`src/rtl/fibo_index_finder_if.sv`:
```
// Start/Ready handshake bundle for the Fibonacci index finder.
// The master drives the seeds, target and Start; the slave returns status and the step count.
interface fibo_index_finder_if #(
  parameter int R_size = 16,
  parameter int C_size = 8
);
  logic [R_size-1:0] data1;
  logic [R_size-1:0] data2;
  logic [R_size-1:0] target;
  logic              Start;
  logic              Ready;
  logic              done;
  logic              found;
  logic              overflow;
  logic [C_size-1:0] count;

  modport master (
    output data1, data2, target, Start,
    input  Ready, done, found, overflow, count
  );

  modport slave (
    input  data1, data2, target, Start,
    output Ready, done, found, overflow, count
  );
endinterface

```
`src/rtl/fibo_index_finder.sv`:
```
// Searches for the smallest Fibonacci step n at which R2 equals the target.
// The controller FSM owns the status outputs; the datapath owns R1, R2, the target copy and N.
module fibo_index_finder #(
  parameter int R_size = 16,
  parameter int C_size = 8
) (
  input logic              clock,
  input logic              reset,
  fibo_index_finder_if.slave bus
);

  typedef enum logic [1:0] {IDLE, CMP, STEP} state_t;

  localparam logic [C_size-1:0] MAX_N = '1;

  state_t            state;
  logic [R_size-1:0] r1;
  logic [R_size-1:0] r2;
  logic [R_size-1:0] t;
  logic [C_size-1:0] n;
  logic [R_size:0]   sum;
  logic              done_q;
  logic              found_q;
  logic              overflow_q;
  logic [C_size-1:0] count_q;
  logic              load;
  logic              advance;

  assign sum     = {1'b0, r1} + {1'b0, r2};
  assign load    = (state == IDLE) && bus.Start;
  assign advance = (state == STEP) && !sum[R_size];

  // Controller: the status outputs are registered and stay put until the next accepted Start.
  always_ff @(posedge clock or negedge reset) begin
    if (!reset) begin
      state      <= IDLE;
      done_q     <= 1'b0;
      found_q    <= 1'b0;
      overflow_q <= 1'b0;
      count_q    <= '0;
    end else begin
      done_q <= 1'b0;
      unique case (state)
        IDLE: begin
          if (bus.Start) begin
            found_q    <= 1'b0;
            overflow_q <= 1'b0;
            count_q    <= '0;
            state      <= CMP;
          end
        end
        CMP: begin
          // A match wins over the saturation check, so a tie at MAX_N still reports found.
          if (r2 == t) begin
            found_q <= 1'b1;
            count_q <= n;
            done_q  <= 1'b1;
            state   <= IDLE;
          end else if ((r2 > t) || (n == MAX_N)) begin
            found_q <= 1'b0;
            count_q <= n;
            done_q  <= 1'b1;
            state   <= IDLE;
          end else begin
            state <= STEP;
          end
        end
        STEP: begin
          if (sum[R_size]) begin
            overflow_q <= 1'b1;
            found_q    <= 1'b0;
            count_q    <= n;
            done_q     <= 1'b1;
            state      <= IDLE;
          end else begin
            state <= CMP;
          end
        end
        default: state <= IDLE;
      endcase
    end
  end

  // Datapath: a carry-out leaves R1/R2 frozen so the last valid pair is retained.
  always_ff @(posedge clock or negedge reset) begin
    if (!reset) begin
      r1 <= '0;
      r2 <= '0;
      t  <= '0;
      n  <= '0;
    end else if (load) begin
      r1 <= bus.data1;
      r2 <= bus.data2;
      t  <= bus.target;
      n  <= '0;
    end else if (advance) begin
      r1 <= r2;
      r2 <= sum[R_size-1:0];
      n  <= n + 1'b1;
    end
  end

  assign bus.Ready    = (state == IDLE);
  assign bus.done     = done_q;
  assign bus.found    = found_q;
  assign bus.overflow = overflow_q;
  assign bus.count    = count_q;

endmodule

```
`src/flat_wrapper.sv`:
```
// flat-port wrapper written by rule: the top's interface ports become plain ports
module fibo_index_finder_flat 
#(
  parameter int R_size = 16,
  parameter int C_size = 8
)
  (clock, reset, bus_data1, bus_data2, bus_target, bus_Start, bus_Ready, bus_done, bus_found, bus_overflow, bus_count);
  fibo_index_finder_if #(.R_size(R_size), .C_size(C_size)) bus_i ();
  input logic clock;
  input logic reset;
  input wire logic [$bits(bus_i.data1)-1:0] bus_data1;
  input wire logic [$bits(bus_i.data2)-1:0] bus_data2;
  input wire logic [$bits(bus_i.target)-1:0] bus_target;
  input wire logic [$bits(bus_i.Start)-1:0] bus_Start;
  output wire logic [$bits(bus_i.Ready)-1:0] bus_Ready;
  output wire logic [$bits(bus_i.done)-1:0] bus_done;
  output wire logic [$bits(bus_i.found)-1:0] bus_found;
  output wire logic [$bits(bus_i.overflow)-1:0] bus_overflow;
  output wire logic [$bits(bus_i.count)-1:0] bus_count;
  assign bus_i.data1 = bus_data1;
  assign bus_i.data2 = bus_data2;
  assign bus_i.target = bus_target;
  assign bus_i.Start = bus_Start;
  assign bus_Ready = bus_i.Ready;
  assign bus_done = bus_i.done;
  assign bus_found = bus_i.found;
  assign bus_overflow = bus_i.overflow;
  assign bus_count = bus_i.count;
  fibo_index_finder #(.R_size(R_size), .C_size(C_size)) u_core (.clock(clock), .reset(reset), .bus(bus_i));
endmodule
```
`config.mk`:
```
export PLATFORM = sky130hd
export DESIGN_NAME = fibo_index_finder_flat
export DESIGN_NICKNAME = d
export VERILOG_FILES = /design/src/rtl/fibo_index_finder_if.sv /design/src/rtl/fibo_index_finder.sv /design/src/flat_wrapper.sv
export SDC_FILE = /design/constraint.sdc
export NUM_CORES = 1
export LEC_CHECK = 0
export CAP_MARGIN = 10
export CORE_MARGIN = 3
export CORE_UTILIZATION = 50
export CTS_CLUSTER_DIAMETER = 40
export DETAILED_ROUTE_END_ITERATION = 10
export GPL_TIMING_DRIVEN = 0
export PLACE_DENSITY = 0.78
export SYNTH_ARGS = -nofsm -noshare
export SYNTH_HDL_FRONTEND = slang
export SYNTH_SLANG_ARGS = --single-unit
export TNS_END_PERCENT = 10
```
`constraint.sdc`:
```
create_clock -name clock -period 3 [get_ports clock]
set_input_delay 0.6 -clock clock [delete_from_list [all_inputs] [get_ports clock]]
set_output_delay 0.6 -clock clock [all_outputs]
set_load 0.01 [all_outputs]
```
==> out/metrics.csv, run 1 <==
stage;metric;value;unit
power_and_ir_drop;p_per_area;1180;mW/mm^2
logic_synthesis;avgSynthCellArea;8.70;sq um
logic_synthesis;async_flop_share;1.00;
floorplanning;ios;63;
critical_path;r2r-start;u_core.r2[9]$_DFFE_PN0P_;
sta;finalHoldViolations;0;
critical_path;worstPathMaxFanout;10;
clock_tree;clock_sinks;69;
critical_path;worstRegToRegCells;10;
global_route;grtUsageMet2;0.407;
route;viasPerCell;5.88;
sta;setup_tns;0;ps
logic_synthesis;ys_seq_area_frac;0.409;
floorplanning;die_w;97.9;um
global_route;busiest_layer;met2;
critical_path;cp-start-kind;register;
finish;area_growth;23.3;%
clock_tree;cts_hold_buffers;0;
clock_tree;cts.path.max_buffers;2;
floorplanning;start_util;0.530;
placed_design;hpwl;8370;um
placed_design;placed_cell_area;0.00497;sq mm
sta;finalSetupViolCount;0;
outcome;run_status;finished clean;
critical_path;r2r-end;u_core.bus.found$_DFFE_PN0P_;
route;detail_route.first_pass.iterations;5;
sta;min_period_over_period;0.971;
finish;nets;650;
route;drc;0;
floorplanning;die-area;0.00959;sq mm
sta;finClkSkew;11.2;ps
critical_path;cp-end-kind;register;
finish;final_area;0.00521;sq mm
logic_synthesis;ys_ff_latch;69;
logic_synthesis;synth_ff_type;dfrtp_1;
clock_tree;clk_latency;350;ps
sta;max_freq;0.343;GHz
power_and_ir_drop;fin_total_pwr;0.00615;W
power_and_ir_drop;max-vdd-ir-drop;0.000530;V
logic_synthesis;synth_cell_types;53;
floorplanning;rows;32;
power_and_ir_drop;leakage;2.38;nW
sta;relSlewSlack;0.414;
route;ant_nets;0;
clock_tree;cts_root_buffer;clkbuf_8;
critical_path;crit_arrival;3140;ps
route;vias;3926;
critical_path;cp_cell_sequence;ha_1, and3_1, buf_4, and3_1, a21bo_1, and4_4, nor2_2, clkbuf_1, nand2_1, a22o_1;
route;drtIter0Drc;278;
clock_tree;numCtsBuffers;9;
critical_path;path_delay_family;simple AND/OR/NAND/NOR gates;
finish;num_antenna_cells;0;
sta;worstMarginPinSlew;879;ps
clock_tree;clk_pin_slew_worst_paths;70;ps
finish;drive_gt1_frac;0.0530;
global_route;met1_usage;0.315;
placed_design;place_inst;650;
critical_path;critPathRequiredTime;3230;ps
critical_path;slowest_stage;dfrtp_1;
critical_path;cpPeakStageDelay;460;ps
global_route;track_usage;0.247;
global_route;antenna_found_initial;0;
floorplanning;coreArea;0.00797;sq mm
critical_path;cp_common_cell;and3_1;
sta;period_needed;2910;ps
global_route;grt_pass1_vias;3915;
global_route;grt_pass1_wl;19000;um
sta;grt_setup_unrepaired;yes;
critical_path;reg2reg_slack;90;ps
clock_tree;cts_max_level;3;
run;max_cap_violations;0;
logic_synthesis;ys_warn_count;0;
critical_path;cp.buffers_inverters;2;
logic_synthesis;synth.cell_area;0.00423;sq mm
clock_tree;cts_tree;yes;
floorplanning;die_y;97.9;um
global_route;met3_usage;0.0500;
sta;slew_viol_final;0;
finish;stdcell_count;668;
route;drt_wl_total;11600;um
global_route;gr-total-overflow;0;
critical_path;critPathKind;register to register;
placed_design;numPortBuffers;62;
logic_synthesis;syn_nets;575;
logic_synthesis;synth_edf_count;0;
placed_design;gp_congestion;0.899;
route;wl_per_cell;17.3;um
min_path;hp-class;primary input to async pin;
logic_synthesis;synthCells;486;
global_route;grt_max_degree;70;
-- cell usage after synthesis, drive strengths merged, types with 2 or more instances --
library cell | count | share of area
a211oi | 3 | 0.0053
a21o | 8 | 0.014
clkbuf | 19 | 0.017
nand2 | 93 | 0.083
xor2 | 3 | 0.0062
and4 | 2 | 0.0047
o211a | 2 | 0.0047
nor4 | 2 | 0.0030
inv | 35 | 0.031
nor2b | 3 | 0.0044
buf | 4 | 0.0062
o211ai | 2 | 0.0036
o21a | 3 | 0.0053
a2111oi | 3 | 0.011
nor2 | 36 | 0.032
and2 | 3 | 0.0044
a311oi | 2 | 0.0041
ha | 37 | 0.11
xnor2 | 12 | 0.025
nand3 | 18 | 0.021
o31ai | 3 | 0.0053
a31oi | 27 | 0.040
mux2i | 9 | 0.021
a21oi | 21 | 0.025
o21ai | 27 | 0.032
or3 | 2 | 0.0030
nand4 | 7 | 0.010
a2bb2oi | 2 | 0.0041
nor3 | 4 | 0.0047
o21bai | 2 | 0.0036
and3 | 5 | 0.0074
nand2b | 2 | 0.0030
o311ai | 2 | 0.0041
dfrtp | 69 | 0.41
o31a | 2 | 0.0041
-- report_power, final --
group | total (W) | switching, W | leakage (nW) | internal [W]
Sequential | 0.00162 | 0.000319 | 0.853 | 0.00130
Combinational | 0.00370 | 0.00212 | 1.42 | 0.00157
Clock | 0.000831 | 0.000363 | 0.107 | 0.000468
-- layout make-up --
| cell class | count | area (sq um) |
|---|---|---|
| fillers | 666 | 2760 |
| multi-input cells | 359 | 2270 |
| flip-flops and latches | 69 | 1730 |
| repair buffers | 64 | 633 |
| inverters | 35 | 131 |
| clock buffers | 10 | 128 |
| well taps | 102 | 128 |
| plain buffers | 23 | 105 |
| clock inverters | 6 | 86.3 |
-- flip-flops by register name (all words and copies together), names as in the netlist --
signal	flops
u_core.bus.count	8
u_core.bus.done	1
u_core.bus.found	1
u_core.bus.overflow	1
u_core.n	8
u_core.r1	16
u_core.r2	16
u_core.state	2
u_core.t	16
-- how the worst max path moves through the flow --
stage                                         from                               to  slack [ps]  cells after the start
after global routing      u_core.r2[9]$_DFFE_PN0P_     u_core.bus.found$_DFFE_PN0P_        -130                     10
after detailed placement  u_core.r2[9]$_DFFE_PN0P_  u_core.bus.count[1]$_DFFE_PN0P_        -140                     10
final                     u_core.r2[9]$_DFFE_PN0P_     u_core.bus.found$_DFFE_PN0P_          90                     10
after global placement                       reset          u_core.t[8]$_DFFE_PN0P_       -1010                      1
after floorplan           u_core.r2[9]$_DFFE_PN0P_  u_core.bus.count[0]$_DFFE_PN0P_         210                     10
after CTS                 u_core.r2[9]$_DFFE_PN0P_        u_core.r1[10]$_DFFE_PN0P_          50                     11
-- per-layer routing --
metal / up-vias / wire (um) / share of wire
li1: 1861 / - / -
met1: 1867 / 4850 / 0.42
met2: 169 / 5420 / 0.47
met3: 29 / 881 / 0.076
met4: 0 / 399 / 0.035
met5: - / 0 / 0
-- per-stage QoR --
step                utilization  setup slack, ps  hold slack (ps)
floorplan                     -              206              304
global placement          0.624            -1010              468
detailed placement        0.624             -145              490
CTS                       0.654             54.7              399
global route              0.654             -134              441
finish                    0.654             87.7              348
-- repair_timing --
item | 4_1_cts | 5_1_grt
endpoints found under the setup margin | 23 | 25
gates resized for setup | 5 | 3
buffers inserted | 2 | 0
endpoints found under the hold margin | 0 | 0
pin swaps | 1 | 0
-- cell usage in the layout, fill, tap and decap left out, types with 3 or more instances in the layout --
master / n
and3_1: 5
xor2_1: 3
a211oi_1: 3
clkbuf_2: 5
nand2_1: 93
ha_1: 37
a21oi_1: 21
o31ai_1: 3
clkbuf_8: 9
clkdlybuf4s50_1: 61
a31oi_1: 27
nor3_1: 4
dfrtp_1: 69
clkbuf_1: 14
buf_4: 4
nand3_1: 18
mux2i_1: 9
o21a_1: 3
a21o_1: 8
nand4_1: 7
xnor2_1: 12
nor2b_1: 3
inv_1: 35
nor2_1: 35
o21ai_0: 27
-- cell families (layout without fill, tap and decap cells) --
group | after synthesis | after routing | synth area share
compound gates | 119 | 119 | 0.188
xor+xnor | 15 | 15 | 0.0311
fa+ha+maj | 38 | 38 | 0.114
buf+inv | 58 | 138 | 0.0545
flops | 69 | 69 | 0.409
mux | 9 | 9 | 0.0213
simple gates | 178 | 178 | 0.182
No activity file was read; power rests on OpenSTA's default activity.
==> inputs of run 2 (changes only) <==
--- a/config.mk
+++ b/config.mk
@@ -7,2 +7,3 @@
 export LEC_CHECK = 0
+export ABC_CLOCK_PERIOD_IN_PS = 3000
 export CAP_MARGIN = 10
@@ -13,2 +14,3 @@
 export GPL_TIMING_DRIVEN = 0
+export MAX_ROUTING_LAYER = met4
 export PLACE_DENSITY = 0.78
==> constraint.sdc (replaced) <==
create_clock -name clock -period 3 [get_ports clock]
set_input_delay 0.75 -clock clock [delete_from_list [all_inputs] [get_ports clock]]
set_output_delay 0.75 -clock clock [all_outputs]
set_load 0.01 [all_outputs]
==> run 2 against run 1 <==
  * Core utilization barely moved
  * Worst hold slack improved by 170 ps
  * Non-clock buffer count fell by 1
  * Sequential share of layout area barely moved
  * Clock power fell by 5.1%
  * Largest cell class unchanged
==> out/metrics.csv, run 2 (synthesis gave the netlist of run 1 again) <==
stage;metric;value;unit;change
clock_tree;cts_root_buffer;clkbuf_8;;
clock_tree;numCtsBuffers;9;;unchanged
finish;num-fill-cells;683;;+2.6%
floorplanning;ios;63;;unchanged
critical_path;worstPathMaxFanout;10;;unchanged
floorplanning;die_w;97.9;um;unchanged
global_route;gr-total-overflow;0;;unchanged
critical_path;cp_common_cell;and3_1;;
route;detail_route.first_pass.iterations;5;;unchanged
power_and_ir_drop;leakage;2.38;nW;about the same
critical_path;cp-start-kind;register;;
clock_tree;clk_pin_slew_worst_paths;80;ps;about the same
finish;final_core_util;0.654;;about the same
critical_path;cp-end-kind;register;;
critical_path;r2r-start;u_core.r2[9]$_DFFE_PN0P_;;
sta;grt_setup_unrepaired;no;;
critical_path;slowest_stage;dfrtp_1;;
global_route;antenna_found_initial;0;;unchanged
placed_design;gp_congestion;0.904;;+0.56%
floorplanning;coreArea;0.00797;sq mm;unchanged
sta;worstMarginPinSlew;876;ps;-3.03 ps
critical_path;cp.depth;11;;+1
global_route;grt_pass1_wl;18600;um;-2.4%
placed_design;numPortBuffers;62;;unchanged
floorplanning;die-area;0.00959;sq mm;unchanged
finish;final_common_cell;nand2_1;;
sta;finalSetupViolCount;0;;unchanged
critical_path;reg2reg_slack;170;ps;+80 ps
sta;finalHoldViolations;0;;unchanged
sta;slew_viol_final;0;;unchanged
route;drt_wl_total;11300;um;-1.9%
clock_tree;clock_sinks;69;;unchanged
route;drtIter0Drc;291;;+4.7%
placed_design;hpwl;8420;um;+0.52%
finish;reg_top3;u_core.r1 (16), u_core.r2 (16), u_core.t (16);;
critical_path;worstRegToRegCells;11;;+1
sta;max_freq;0.353;GHz;+2.8%
finish;nets;649;;-0.15%
global_route;track_usage;0.249;;+0.00170
critical_path;critPathRequiredTime;3210;ps;-20 ps
critical_path;cp.buffers_inverters;3;;+1
route;viasPerCell;5.74;;-2.4%
min_path;hp-class;primary input to async pin;;
run;max_cap_violations;0;;unchanged
critical_path;crit_start;u_core.r2[9]$_DFFE_PN0P_;;
critical_path;cp_cell_sequence;ha_1, and3_1, buf_4, and3_1, a31oi_1, and4_4, or2_1, buf_6, clkbuf_4, a2bb2oi_1, o31ai_1;;
sta;min_period_over_period;0.944;;-0.0264
finish;area_growth;23.2;%;about the same
critical_path;cpPeakStageDelay;460;ps;about the same
sta;whs;516;ps;+169 ps
critical_path;r2r-end;u_core.r2[14]$_DFFE_PN0P_;;
sta;period_needed;2830;ps;-79.1 ps
route;vias;3826;;-2.5%
outcome;run_status;finished clean;;
clock_tree;cts.path.max_buffers;2;;unchanged
critical_path;worstSetupEndpoint;u_core.r2[14]$_DFFE_PN0P_;;
critical_path;critPathKind;register to register;;
route;drc;0;;unchanged
critical_path;path_delay_family;simple AND/OR/NAND/NOR gates;;
finish;most-common-layout-cells;nand2_1, dfrtp_1, clkdlybuf4s50_1, ha_1;;
critical_path;crit_arrival;3040;ps;-100 ps
route;ant_nets;0;;unchanged
clock_tree;clk_latency;350;ps;about the same
clock_tree;cts_tree;yes;;
sta;relSlewSlack;0.416;;+0.00202
clock_tree;cts_max_level;3;;unchanged
sta;finClkSkew;12.4;ps;+1.20 ps
global_route;grt_pass1_vias;3776;;-3.6%
power_and_ir_drop;max-vdd-ir-drop;0.000501;V;-5.4%
finish;num_antenna_cells;0;;unchanged
route;wl_per_cell;17.0;um;-1.8%
floorplanning;start_util;0.530;;unchanged
global_route;grt_max_degree;70;;unchanged
floorplanning;rows;32;;unchanged
floorplanning;die_y;97.9;um;unchanged
power_and_ir_drop;p_per_area;1170;mW/mm^2;-1.2%
finish;drive_gt1_frac;0.0531;;+0.0000938
run 2: per-layer routing:
metal,GRT usage,up-vias,wire (um)
met5,-,-,0
met4,0.112,0,416
met3,0.0529,33,808
met2,0.376,138,5160
met1,0.321,1801,4950
li1,-,1854,-
run 2: final cells by class:
cell class / count / area [sq um] / area share
Timing Repair Buffer: 63 / 638 / 0.123
Clock inverter: 3 / 43.8 / 0.00841
Sequential cell: 69 / 1730 / 0.331
Buffer: 23 / 110 / 0.0211
Inverter: 35 / 131 / 0.0252
Clock buffer: 13 / 159 / 0.0305
Tap cell: 102 / 128 / 0.0245
Multi-Input combinational cell: 359 / 2270 / 0.436
run 2: what timing repair did:
| action | CTS | global route |
|---|---|---|
| buffers inserted | 1 | 0 |
| resized for setup | 4 | 9 |
| hold buffers | 0 | 0 |
| pin swaps | 1 | 0 |
| endpoints found under the setup margin | 25 | 34 |
run 2: through the flow:
| stage | cell area, sq um | setup TNS [ps] | total power [W] | setup slack (ps) | instances |
|---|---|---|---|---|---|
| after floorplan | 4230 | 0 | 0.00422 | 206 | 486 |
| after global placement | 4970 | -78820 | 0.00503 | -1140 | 650 |
| after detailed placement | 4970 | -1490 | 0.00517 | -166 | 650 |
| after CTS | 5200 | 0 | 0.00603 | 1.57 | 667 |
| after global routing | 5210 | 0 | 0.00660 | 25.7 | 667 |
| final | 5210 | 0 | 0.00608 | 167 | 667 |
run 2: how the worst min path moves through the flow:
stage	end	slack, ps
5_1_grt	u_core.bus.count[1]$_DFFE_PN0P_	530
6_report	u_core.r1[2]$_DFFE_PN0P_	520
2_1_floorplan	u_core.bus.count[0]$_DFFE_PN0P_	450
4_1_cts	u_core.t[0]$_DFFE_PN0P_	510
3_5_place_dp	u_core.t[0]$_DFFE_PN0P_	490
3_3_place_gp	u_core.t[0]$_DFFE_PN0P_	470
run 2: report_power, final:
part | leakage [nW] | switching (W) | internal (W)
Sequential | 0.853 | 0.000312 | 0.00130
Clock | 0.104 | 0.000358 | 0.000431
Combinational | 1.42 | 0.00208 | 0.00159
==> edit (settings of run 1) <==
`R_size` is set to 16 in 3 places; all go to 32.
--- a/src/rtl/fibo_index_finder_if.sv
+++ b/src/rtl/fibo_index_finder_if.sv
@@ -1,7 +1,7 @@
 // Start/Ready handshake bundle for the Fibonacci index finder.
 // The master drives the seeds, target and Start; the slave returns status and the step count.
 interface fibo_index_finder_if #(
-  parameter int R_size = 16,
+  parameter int R_size = 32,
   parameter int C_size = 8
 );
   logic [R_size-1:0] data1;
--- a/src/rtl/fibo_index_finder.sv
+++ b/src/rtl/fibo_index_finder.sv
@@ -1,7 +1,7 @@
 // Searches for the smallest Fibonacci step n at which R2 equals the target.
 // The controller FSM owns the status outputs; the datapath owns R1, R2, the target copy and N.
 module fibo_index_finder #(
-  parameter int R_size = 16,
+  parameter int R_size = 32,
   parameter int C_size = 8
 ) (
   input logic              clock,
--- a/src/flat_wrapper.sv
+++ b/src/flat_wrapper.sv
@@ -1,7 +1,7 @@
 // flat-port wrapper written by rule: the top's interface ports become plain ports
 module fibo_index_finder_flat 
 #(
-  parameter int R_size = 16,
+  parameter int R_size = 32,
   parameter int C_size = 8
 )
   (clock, reset, bus_data1, bus_data2, bus_target, bus_Start, bus_Ready, bus_done, bus_found, bus_overflow, bus_count);
Interface: changed (resized bus_data1, bus_data2 and bus_target); port bits go from 63 to 111. No check against the original RTL was run, so the function may have changed too.
==> edit against run 1 <==
- area after synthesis grew 77%
- clock skew is 0.0023 ns lower
- synthesized cell count grew 84%
- final cell count up 84%
- count of clock-buffer cells in the layout grew 13
- routed wire length rose by 81%
- setup slack better by 0.031 ns
- cell area rose by 84%
- critical endpoint unchanged
- power up 89%
- sequential cell count is 48 higher
==> edit: results (changes against run 1) <==
Parameter                              Value

Routing
  Routed via count    6,903 (+76%)
  TritonRoute pass-1 iters    5 (unchanged)
  Post-route ant nets    0 (unchanged)
  Initial DRC count    615 (+120%)
  Post-Route WL    20.9 mm (+81%)
  Via density    5.61 (-4.5%)

Clock network
  Clk_lat worst skew    0.43 ns (+0.08 ns)
  Maximum level of the CTS H-tree    4 (+1)
  Register clock-pin slew on the reported worst setup and hold paths    0.06 ns
  Clock root buffer master    sky130_fd_sc_hd__clkbuf_16
  Buffer depth of the longest clock path    2 (unchanged)
  Number of CTS-inserted buffers    17 (+8)

STA
  Worst Tran Pin Value    0.698 ns (-0.181 ns)
  Worst Skew    0.00884 ns (-0.00233 ns)

Placement
  Pre-CTS setup slack    -0.158 ns (-0.0130 ns)
  Routability congestion estimate from global placement    0.885 (-1.6%)
  Port buffer count    110 (+77%)
  Placed cell area    8850 um^2 (+78%)
  Final HPWL from detailed placement    15.0 mm (+79%)

Hold path
  Worst min path class    input port to async pin

Final layout
  Leading registers by flop count    u_core.r1: 32 flops, u_core.r2: 32 flops, u_core.t: 32 flops
  Post-layout net count    1,202 (+85%)
  Antenna diode count    0 (unchanged)
  Fraction of layout instances using a drive strength above 1    7.74% (+2.4 points)

Pwr
  Switching Power    5220 uW (+86%)
  Worst IR drop on VDD    591 uV (+12%)
  Static Leak    0.00432 uW (+82%)

Global routing
  Wire length of the first global-routing pass    33.3 mm (+75%)
  Largest net degree at the start of global routing    73 (+4.3%)
  Number of global-route vias before repair    6,720 (+72%)
  Antenna violations before repair    0 (unchanged)
  Global router's overall resource usage    25.7% (+1.0 points)

Yosys
  Yosys warning total    0 (unchanged)
  Most common flop cell mapped by yosys    sky130_fd_sc_hd__dfrtp_1
  Area contributors post-synth    sky130_fd_sc_hd__dfrtp_1 39%, sky130_fd_sc_hd__ha_1 12%, sky130_fd_sc_hd__nand2_1 8.5%
  Proportion of register bits with asynchronous set or reset after synthesis    100% (unchanged)
  Share of synthesized area occupied by flip-flops and latches    39.1% (-1.8 points)
  Number of different library cells in the post-synthesis netlist    62 (+17%)
  Net count of the mapped netlist    1,065 (+85%)
  Commonest cells in the netlist    169 x sky130_fd_sc_hd__nand2_1, 117 x sky130_fd_sc_hd__dfrtp_1, 83 x sky130_fd_sc_hd__o21ai_0, 78 x sky130_fd_sc_hd__nor2_1, 69 x sky130_fd_sc_hd__ha_1
  Gate Count Post-Synth    896 (+84%)

Setup path
  WP data arrival    3.20 ns (+0.06 ns)
  RR Endpoint    u_core.bus.found
  Critical Path Max Stage Delay    0.49 ns (+0.03 ns)
  Max FO, Critical Path    4 (-6)
  R2R Setup Slk    0.12 ns (+0.03 ns)
  Worst Reg-to-Reg Cells    9 (-1)
  Launching instance or port of the critical path    u_core.r2[31]
  Critical-path cell with the highest stage delay    sky130_fd_sc_hd__a2111o_1

Run status
  Status    finished, final reports clean
## edit: stage by stage
stage / TNS [ns] / hold slack [ns]
floorplan: 0 / 0.304
global placement: -379.09 / 0.462
detailed placement: -4.40 / 0.470
CTS: 0 / 0.113
global route: -0.162 / 0.124
finish: 0 / 0.0990
## edit: worst max path at each step
stage,to,slack (ns),cells past startpoint
2_1_floorplan,u_core.n[5],0.31,12
3_3_place_gp,u_core.t[8],-3.24,1
3_5_place_dp,u_core.r2[26],-0.16,12
4_1_cts,u_core.bus.count[2],0.02,13
5_1_grt,u_core.bus.count[6],-0.05,13
6_report,u_core.bus.found,0.12,9
## edit: final cells by class
type,instances,area (um^2)
Tap cell,184,230
Fill cell,1224,4990
Clock buffer,23,488
Buffer,40,193
Inverter,59,221
Multi-Input combinational cell,679,4250
Timing Repair Buffer,119,1200
Clock inverter,9,76.3
Sequential cell,117,2930
## edit: power groups by stage
| stage | clock, uW | sequential [uW] | combinational [uW] |
|---|---|---|---|
| after floorplan | 0 | 2630 | 5010 |
| after global placement | 0 | 2750 | 6360 |
| after detailed placement | 0 | 2760 | 6500 |
| final | 1940 | 2770 | 6930 |
| after global routing | 2040 | 2850 | 7750 |
| after CTS | 1960 | 2750 | 6620 |
## edit: cell families (layout without fill, tap and decap cells)
| group | after synthesis | in the layout | share of synthesized area (%) |
|---|---|---|---|
| xor gates and xnor gates | 34 | 34 | 3.97 |
| DFF | 117 | 117 | 39.1 |
| adders and majority gates | 70 | 70 | 11.8 |
| buffers and inverters | 100 | 250 | 5.34 |
| and+or+nand+nor | 313 | 313 | 17.9 |
| muxes | 18 | 18 | 2.40 |
| AOI/OAI and AO/OA | 244 | 244 | 19.5 |
## edit: routing by layer
| metal | vias to the layer above | share of wire [%] | track usage, % | routed length (um) |
|---|---|---|---|---|
| met1 | 3265 | 46 | 34.9 | 9510 |
| met4 | 0 | 2.6 | 9.93 | 540 |
| li1 | 3370 | - | - | - |
| met2 | 218 | 46 | 41.3 | 9540 |
| met5 | - | 0 | 0 | 0 |
| met3 | 50 | 6.1 | 4.57 | 1280 |
## edit: critical path, delay by kind of cell (launching register included)
family / cells / cell delay [ns]
buf+inv: 1 / 0.18
fa+ha+maj: 1 / 0.33
compound gates: 3 / 0.81
simple gates: 4 / 1.00
flops: 1 / 0.44
## edit: timing repair
action                                  CTS  global route
pin swaps                                 2             9
setup buffers                             3             4
gates resized for setup                   8            23
hold buffers                              0             0
hold endpoints to repair                  0             0
gates cloned                              0             1
endpoints found under the setup margin   72            79
